### config.mk
export PLATFORM = sky130hd
export DESIGN_NAME = parking_gate_ctrl_flat
export DESIGN_NICKNAME = d
export VERILOG_FILES = /design/src/rtl/parking_pkg.sv /design/src/rtl/parking_gate_ctrl_if.sv /design/src/rtl/parking_debounce.sv /design/src/rtl/parking_gate_ctrl.sv /design/src/flat_wrapper.sv
export SDC_FILE = /design/constraint.sdc
export NUM_CORES = 1
export LEC_CHECK = 0
export CORE_AREA = 3 3 64 111
export DETAILED_ROUTE_END_ITERATION = 8
export DIE_AREA = 0 0 67 114
export PLACE_DENSITY = 0.56
export SETUP_SLACK_MARGIN = 0.05
export SKIP_LAST_GASP = 1
export SLEW_MARGIN = 20
export SYNTH_ARGS = -nofsm -noshare
export SYNTH_HDL_FRONTEND = slang
export SYNTH_SLANG_ARGS = --single-unit
### constraint.sdc
create_clock -name clk -period 2.1 [get_ports clk]
set_input_delay 0.42 -clock clk [delete_from_list [all_inputs] [get_ports clk]]
set_output_delay 0.42 -clock clk [all_outputs]
set_load 0.03 [all_outputs]
### src/rtl/parking_pkg.sv
// Shared types and default constants for the parking gate controller.
// Lane FSM states, lane identifiers and the round-robin helper live here.
package parking_pkg;

  typedef enum logic [2:0] {
    IDLE   = 3'd0,
    CHECK  = 3'd1,
    OPEN   = 3'd2,
    DENY   = 3'd3,
    REPORT = 3'd4,
    CLEAR  = 3'd5
  } gate_state_t;

  typedef enum logic {
    ENTRY = 1'b0,
    EXIT  = 1'b1
  } lane_t;

  localparam int DEBOUNCE_CYCLES = 4;
  localparam int PASS_TIMEOUT    = 64;
  localparam int TMR_W           = 8;

  function automatic lane_t other_lane(input lane_t lane);
    if (lane == ENTRY) begin
      return EXIT;
    end else begin
      return ENTRY;
    end
  endfunction

endpackage

### src/rtl/parking_gate_ctrl_if.sv
// Sensor, card-reader, vacancy and event signals of the parking gate controller.
// master = lane hardware / counter side, slave = the controller.
interface parking_gate_ctrl_if;

  logic entry_loop;
  logic entry_is_uni;
  logic entry_pass;
  logic exit_loop;
  logic exit_is_uni;
  logic exit_pass;
  logic uni_is_vacated_space;
  logic is_vacated_space;
  logic entry_gate_open;
  logic exit_gate_open;
  logic entry_denied;
  logic car_entered;
  logic is_uni_car_entered;
  logic car_exited;
  logic is_uni_car_exited;

  modport master (
    output entry_loop, entry_is_uni, entry_pass,
    output exit_loop, exit_is_uni, exit_pass,
    output uni_is_vacated_space, is_vacated_space,
    input  entry_gate_open, exit_gate_open, entry_denied,
    input  car_entered, is_uni_car_entered, car_exited, is_uni_car_exited
  );

  modport slave (
    input  entry_loop, entry_is_uni, entry_pass,
    input  exit_loop, exit_is_uni, exit_pass,
    input  uni_is_vacated_space, is_vacated_space,
    output entry_gate_open, exit_gate_open, entry_denied,
    output car_entered, is_uni_car_entered, car_exited, is_uni_car_exited
  );

endinterface

### src/rtl/parking_debounce.sv
// Sensor debouncer: the level follows the raw input only after DEBOUNCE_CYCLES
// identical consecutive samples; rise strobes for one cycle on an accepted 0->1.
module parking_debounce #(
  parameter int DEBOUNCE_CYCLES = 4
) (
  input  logic clk,
  input  logic reset,
  input  logic raw,
  output logic level,
  output logic rise
);

  localparam int CNT_W = $clog2(DEBOUNCE_CYCLES) + 1;
  localparam logic [CNT_W-1:0] CNT_LAST = CNT_W'(DEBOUNCE_CYCLES - 1);

  logic [CNT_W-1:0] cnt_r;
  logic             level_r;
  logic             rise_r;

  // count consecutive samples that disagree with the accepted level
  always_ff @(posedge clk) begin
    if (reset) begin
      cnt_r   <= '0;
      level_r <= 1'b0;
      rise_r  <= 1'b0;
    end else if (raw == level_r) begin
      cnt_r   <= '0;
      level_r <= level_r;
      rise_r  <= 1'b0;
    end else if (cnt_r == CNT_LAST) begin
      cnt_r   <= '0;
      level_r <= raw;
      rise_r  <= raw;
    end else begin
      cnt_r   <= cnt_r + CNT_W'(1);
      level_r <= level_r;
      rise_r  <= 1'b0;
    end
  end

  assign level = level_r;
  assign rise  = rise_r;

endmodule

### src/rtl/parking_gate_ctrl.sv
// Entry/exit barrier controller: one FSM per lane plus a round-robin arbiter
// that serialises car_entered / car_exited pulses towards the occupancy counter.
module parking_gate_ctrl #(
  parameter int DEBOUNCE_CYCLES = parking_pkg::DEBOUNCE_CYCLES,
  parameter int PASS_TIMEOUT    = parking_pkg::PASS_TIMEOUT,
  parameter int TMR_W           = parking_pkg::TMR_W
) (
  input  logic               clk,
  input  logic               reset,
  parking_gate_ctrl_if.slave bus
);

  import parking_pkg::*;

  logic [1:0] loop_raw_s;
  logic [1:0] pass_raw_s;
  logic [1:0] is_uni_s;
  logic [1:0] vac_ok_s;
  logic [1:0] req_s;
  logic [1:0] typ_s;
  logic [1:0] grant_s;
  logic       busy_s;
  logic       tie_s;
  lane_t      rr_last_r;
  logic       car_entered_r;
  logic       uni_entered_r;
  logic       car_exited_r;
  logic       uni_exited_r;

  assign loop_raw_s = {bus.exit_loop, bus.entry_loop};
  assign pass_raw_s = {bus.exit_pass, bus.entry_pass};
  assign is_uni_s   = {bus.exit_is_uni, bus.entry_is_uni};
  // the exit lane never checks vacancy
  assign vac_ok_s   = {1'b1, bus.entry_is_uni ? bus.uni_is_vacated_space : bus.is_vacated_space};

  for (genvar g = int'(ENTRY); g <= int'(EXIT); g++) begin : g_lane
    gate_state_t      state_r;
    gate_state_t      state_nxt_s;
    logic [TMR_W-1:0] timer_r;
    logic             typ_r;
    logic             gate_r;
    logic             loop_lvl_s;
    logic             loop_rise_s;
    logic             pass_lvl_s;
    logic             pass_rise_s;

    parking_debounce #(.DEBOUNCE_CYCLES(DEBOUNCE_CYCLES)) u_loop_db (
      .clk   (clk),
      .reset (reset),
      .raw   (loop_raw_s[g]),
      .level (loop_lvl_s),
      .rise  (loop_rise_s)
    );

    parking_debounce #(.DEBOUNCE_CYCLES(DEBOUNCE_CYCLES)) u_pass_db (
      .clk   (clk),
      .reset (reset),
      .raw   (pass_raw_s[g]),
      .level (pass_lvl_s),
      .rise  (pass_rise_s)
    );

    // lane next-state logic
    always_comb begin
      state_nxt_s = state_r;
      case (state_r)
        IDLE:   if (loop_rise_s) state_nxt_s = CHECK; else state_nxt_s = IDLE;
        CHECK:  if (vac_ok_s[g]) state_nxt_s = OPEN; else state_nxt_s = DENY;
        OPEN: begin
          if (pass_rise_s) begin
            state_nxt_s = REPORT;
          end else if (timer_r == TMR_W'(PASS_TIMEOUT - 1)) begin
            state_nxt_s = CLEAR;
          end else begin
            state_nxt_s = OPEN;
          end
        end
        REPORT: if (grant_s[g]) state_nxt_s = CLEAR; else state_nxt_s = REPORT;
        DENY:   if (!loop_lvl_s) state_nxt_s = IDLE; else state_nxt_s = DENY;
        CLEAR:  if (!loop_lvl_s && !pass_lvl_s) state_nxt_s = IDLE; else state_nxt_s = CLEAR;
        default: state_nxt_s = IDLE;
      endcase
    end

    // lane state, open timer, latched class and gate drive
    always_ff @(posedge clk) begin
      if (reset) begin
        state_r <= IDLE;
        timer_r <= '0;
        typ_r   <= 1'b0;
        gate_r  <= 1'b0;
      end else begin
        state_r <= state_nxt_s;
        timer_r <= ((state_r == OPEN) && (state_nxt_s == OPEN)) ? timer_r + TMR_W'(1) : '0;
        typ_r   <= (state_r == CHECK) ? is_uni_s[g] : typ_r;
        gate_r  <= (state_nxt_s == OPEN) || (state_nxt_s == REPORT);
      end
    end

    assign req_s[g] = (state_r == REPORT);
    assign typ_s[g] = typ_r;

    if (g == int'(ENTRY)) begin : g_entry_out
      logic deny_r;

      // FULL lamp follows the entry lane's DENY state
      always_ff @(posedge clk) begin
        if (reset) begin
          deny_r <= 1'b0;
        end else begin
          deny_r <= (state_nxt_s == DENY);
        end
      end

      assign bus.entry_gate_open = gate_r;
      assign bus.entry_denied    = deny_r;
    end else begin : g_exit_out
      assign bus.exit_gate_open = gate_r;
    end
  end

  // a pulse in flight blocks new grants, guaranteeing an idle cycle between pulses
  assign busy_s = car_entered_r | car_exited_r;
  assign tie_s  = (req_s == 2'b11) && !busy_s;

  // arbiter grant selection
  always_comb begin
    grant_s = 2'b00;
    if (busy_s) begin
      grant_s = 2'b00;
    end else if (req_s == 2'b11) begin
      grant_s = (rr_last_r == ENTRY) ? 2'b10 : 2'b01;
    end else begin
      grant_s = req_s;
    end
  end

  // event pulses, class qualifiers and tie history
  always_ff @(posedge clk) begin
    if (reset) begin
      car_entered_r <= 1'b0;
      uni_entered_r <= 1'b0;
      car_exited_r  <= 1'b0;
      uni_exited_r  <= 1'b0;
      rr_last_r     <= ENTRY;
    end else begin
      car_entered_r <= grant_s[ENTRY];
      uni_entered_r <= grant_s[ENTRY] & typ_s[ENTRY];
      car_exited_r  <= grant_s[EXIT];
      uni_exited_r  <= grant_s[EXIT] & typ_s[EXIT];
      if (tie_s) begin
        rr_last_r <= other_lane(rr_last_r);
      end else begin
        rr_last_r <= rr_last_r;
      end
    end
  end

  assign bus.car_entered        = car_entered_r;
  assign bus.is_uni_car_entered = uni_entered_r;
  assign bus.car_exited         = car_exited_r;
  assign bus.is_uni_car_exited  = uni_exited_r;

endmodule
### src/flat_wrapper.sv
// flat-port wrapper written by rule: the top's interface ports become plain ports
module parking_gate_ctrl_flat import parking_pkg::*;
#(
  parameter int DEBOUNCE_CYCLES = parking_pkg::DEBOUNCE_CYCLES,
  parameter int PASS_TIMEOUT    = parking_pkg::PASS_TIMEOUT,
  parameter int TMR_W           = parking_pkg::TMR_W
)
  (clk, reset, bus_entry_loop, bus_entry_is_uni, bus_entry_pass, bus_exit_loop, bus_exit_is_uni, bus_exit_pass, bus_uni_is_vacated_space, bus_is_vacated_space, bus_entry_gate_open, bus_exit_gate_open, bus_entry_denied, bus_car_entered, bus_is_uni_car_entered, bus_car_exited, bus_is_uni_car_exited);
  parking_gate_ctrl_if bus_i ();
  input  logic clk;
  input  logic reset;
  input wire logic [$bits(bus_i.entry_loop)-1:0] bus_entry_loop;
  input wire logic [$bits(bus_i.entry_is_uni)-1:0] bus_entry_is_uni;
  input wire logic [$bits(bus_i.entry_pass)-1:0] bus_entry_pass;
  input wire logic [$bits(bus_i.exit_loop)-1:0] bus_exit_loop;
  input wire logic [$bits(bus_i.exit_is_uni)-1:0] bus_exit_is_uni;
  input wire logic [$bits(bus_i.exit_pass)-1:0] bus_exit_pass;
  input wire logic [$bits(bus_i.uni_is_vacated_space)-1:0] bus_uni_is_vacated_space;
  input wire logic [$bits(bus_i.is_vacated_space)-1:0] bus_is_vacated_space;
  output wire logic [$bits(bus_i.entry_gate_open)-1:0] bus_entry_gate_open;
  output wire logic [$bits(bus_i.exit_gate_open)-1:0] bus_exit_gate_open;
  output wire logic [$bits(bus_i.entry_denied)-1:0] bus_entry_denied;
  output wire logic [$bits(bus_i.car_entered)-1:0] bus_car_entered;
  output wire logic [$bits(bus_i.is_uni_car_entered)-1:0] bus_is_uni_car_entered;
  output wire logic [$bits(bus_i.car_exited)-1:0] bus_car_exited;
  output wire logic [$bits(bus_i.is_uni_car_exited)-1:0] bus_is_uni_car_exited;
  assign bus_i.entry_loop = bus_entry_loop;
  assign bus_i.entry_is_uni = bus_entry_is_uni;
  assign bus_i.entry_pass = bus_entry_pass;
  assign bus_i.exit_loop = bus_exit_loop;
  assign bus_i.exit_is_uni = bus_exit_is_uni;
  assign bus_i.exit_pass = bus_exit_pass;
  assign bus_i.uni_is_vacated_space = bus_uni_is_vacated_space;
  assign bus_i.is_vacated_space = bus_is_vacated_space;
  assign bus_entry_gate_open = bus_i.entry_gate_open;
  assign bus_exit_gate_open = bus_i.exit_gate_open;
  assign bus_entry_denied = bus_i.entry_denied;
  assign bus_car_entered = bus_i.car_entered;
  assign bus_is_uni_car_entered = bus_i.is_uni_car_entered;
  assign bus_car_exited = bus_i.car_exited;
  assign bus_is_uni_car_exited = bus_i.is_uni_car_exited;
  parking_gate_ctrl #(.DEBOUNCE_CYCLES(DEBOUNCE_CYCLES), .PASS_TIMEOUT(PASS_TIMEOUT), .TMR_W(TMR_W)) u_core (.clk(clk), .reset(reset), .bus(bus_i));
endmodule
==> impl_metrics.tcl <==
set metrics [dict create \
    syn_nets 255 \
    port_buffers 16 \
    insertion_delay_ns 0.30 \
    slowest_delay_ns 0.63 \
    cp.required_ns 2.30 \
    root_buffer "clkbuf_8" \
    row_count 38 \
    track_usage 0.110 \
    worst-path-max-fanout 10 \
    finalSetupTns_ns 0 \
    gp_congestion 0.725 \
    ios 17 \
    antennaDiodeCount 0 \
    min_period_ns 1.80 \
    vias_per_cell 4.77 \
    vdd_drop_max_mv 0.307 \
    fmax_mhz 555 \
    chipHeight_um 114 \
    cts_resized 0 \
    syn_avg_cell_area_um2 9.33 \
    maxSlewHeadroom 0.576 \
    ys_ff_latch 52 \
    status "finished clean" \
    finalWirelength_mm 3.65 \
    netlist_instances 235 \
    slowest_stage "a2111oi_0" \
    drive_gt1_frac 0.0598 \
    cts-hold-fix-buffers 0 \
    cp-end-kind "flip-flop" \
    hold_viol_final 0 \
    synth_edf_count 0 \
    htreeDepth 2 \
    firstDrtPassIters 4 \
    power.total_uw 1630 \
    tightest_slew_ns 0.620 \
    vias 1578 \
    hold_path_class "flip-flop to flip-flop" \
    dpl_worst_slack_ns 0.304 \
    ys_seq_area_frac 0.475 \
    startpoint "u_core.g_lane[0].state_r[1]$_SDFF_PP0_" \
    globalRouteOverflowTotal 0 \
    start_kind "flip-flop" \
    max_cap_violations 0 \
    hpwl_mm 2.69 \
    critPathKind "flip-flop to flip-flop" \
    clkTransAtPathRegs_ns 0.09 \
    ys_warn_count 0 \
    power_density_nw_per_um2 652 \
    drc 0 \
    worstPathCellList "nor3b_1, a2111oi_0, nor4_1, and4bb_2" \
    async_flop_share 0 \
    setup_viol 0 \
    final_max_slew_viol_count 0 \
    netlist_area_um2 2190 \
    setup_slack_ns 0.298 \
    die_area_um2 7640 \
    synth-main-ff-cell "dfxtp_1" \
    cts_buffers 5 \
    core_um2 6280 \
    die_x_um 67 \
    cts_tree "yes" \
    nNetsFinal 270 \
    ctsLongestPathBuffers 2 \
    grt_max_degree 27 \
    rsz0062_at_grt "no" \
    ant_nets 0 \
    antenna_found_initial 0 \
    final_util 0.399 \
    worst-endpoint-arrival_ns 2.01 \
    wire_per_inst_um 11.0 \
    reg2reg_slack_ns 0.30 \
    p_leak_uw 0.000856 \
    synth.distinct_cells 40 \
    grt_first_pass_wirelength_mm 6.42 \
    skew_ns 0.00741 \
    first_iter_violations 21 \
    post_cts_buffers 0 \
    clkSinkCount 52 \
    r2r_start "u_core.g_lane[0].state_r[1]$_SDFF_PP0_" \
    initial_core_util 0.349 \
    areaGrowthSynthToFinish_pct 14.3 \
    grt_pass1_vias 1559 \
    min_from "u_core.g_lane[1].u_pass_db.cnt_r[0]$_SDFF_PP0_" \
    period_share 0.858 \
]
==> area by class of cell <==
type,count,area [µm²]
tap,80,100
multi-input combinational,157,1040
clock buffer,7,86.3
fill,666,3770
inverter,16,60.1
clock inverter,1,7.51
sequential,52,1040
timing repair buffer,18,175
==> power by group <==
| part | total (µW) | internal, µW | switching (µW) |
|---|---|---|---|
| Combinational | 56.7 | 31.6 | 25.1 |
| Sequential | 1000 | 995 | 5.04 |
| Clock | 577 | 268 | 309 |
| Total | 1630 | 1290 | 340 |
==> critical path, delay by kind of cell (launching register included) <==
kind / cells / cell delay [ns]
flip-flops: 1 / 0.53
AO/OA/AOI/OAI: 1 / 0.63
AND/OR/NAND/NOR: 3 / 0.54
==> worst paths after layout <==
| kind | end | cells after the start |
|---|---|---|
| max | u_core.bus.exit_gate_open$_SDFF_PP0_ | 4 |
| min | u_core.g_lane[1].u_pass_db.cnt_r[0]$_SDFF_PP0_ | 1 |
| max reg2reg | u_core.bus.exit_gate_open$_SDFF_PP0_ | 4 |
| min reg2reg | u_core.g_lane[1].u_pass_db.cnt_r[0]$_SDFF_PP0_ | 1 |
==> cells in the mapped netlist (all sizes together), types with 4 or more instances <==
master | number | area share
a21oi | 9 | 0.021
buf | 5 | 0.017
clkbuf | 5 | 0.0086
dfxtp | 52 | 0.47
ha | 10 | 0.057
inv | 16 | 0.027
mux2i | 7 | 0.032
nand2 | 5 | 0.0086
nand3 | 7 | 0.016
nor2 | 45 | 0.077
nor3b | 4 | 0.014
nor4bb | 4 | 0.018
or3 | 6 | 0.017
xnor2 | 11 | 0.044
xor2 | 7 | 0.028
==> flip-flops by register name (all words and copies together) (netlist names), 2 cells and up <==
register,cells
u_core.g_lane.u_loop_db.level,2
u_core.g_lane.u_pass_db.level,2
u_core.g_lane.timer_r,16
u_core.g_lane.u_pass_db.rise,2
u_core.g_lane.state_r,6
u_core.g_lane.typ_r,2
u_core.g_lane.u_loop_db.rise,2
u_core.g_lane.u_pass_db.cnt_r,6
u_core.g_lane.u_loop_db.cnt_r,6
==> metrics by stage <==
step | std cells | hold WS, ns | area [µm²]
global route | 331 | 0.449 | 2510
CTS | 331 | 0.425 | 2510
global placement | 323 | 0.409 | 2410
floorplan | 235 | 0.399 | 2190
detailed placement | 323 | 0.411 | 2410
finish | 331 | 0.423 | 2510
==> cells in the final DEF (no fill, tap or decap), types with 3 or more instances in the layout <==
| master | instances |
|---|---|
| dfxtp_1 | 52 |
| nor2_1 | 45 |
| inv_1 | 16 |
| clkdlybuf4s50_1 | 16 |
| xnor2_1 | 11 |
| ha_1 | 10 |
| a21oi_1 | 9 |
| mux2i_1 | 7 |
| xor2_1 | 7 |
| nand3_1 | 7 |
| or3_1 | 6 |
| clkbuf_8 | 6 |
| nand2_1 | 5 |
| nor4bb_1 | 4 |
| nor3b_1 | 4 |
| nand2b_1 | 3 |
| o311ai_0 | 3 |
| nand4_1 | 3 |
| o21ai_0 | 3 |
==> layer usage <==
layer | global-route usage | wire (µm) | part of all wire | up-vias
li1 | - | - | - | 821
met1 | 0.105 | 1500 | 0.41 | 732
met4 | 0.0610 | 108 | 0.030 | 0
met3 | 0.0355 | 137 | 0.038 | 7
met5 | 0 | 0 | 0 | -
met2 | 0.198 | 1900 | 0.52 | 18
==> kinds of logic after synthesis <==
logic type / count (synthesis) / synth area share
muxes: 7 / 0.0319
DFF: 52 / 0.475
xor gates and xnor gates: 18 / 0.0719
and+or+nand+nor: 97 / 0.236
adders and majority gates: 10 / 0.0570
AOI/OAI and AO/OA: 25 / 0.0753
buffers and inverters: 26 / 0.0531
Note: power is estimated with default switching activity, not from simulation.
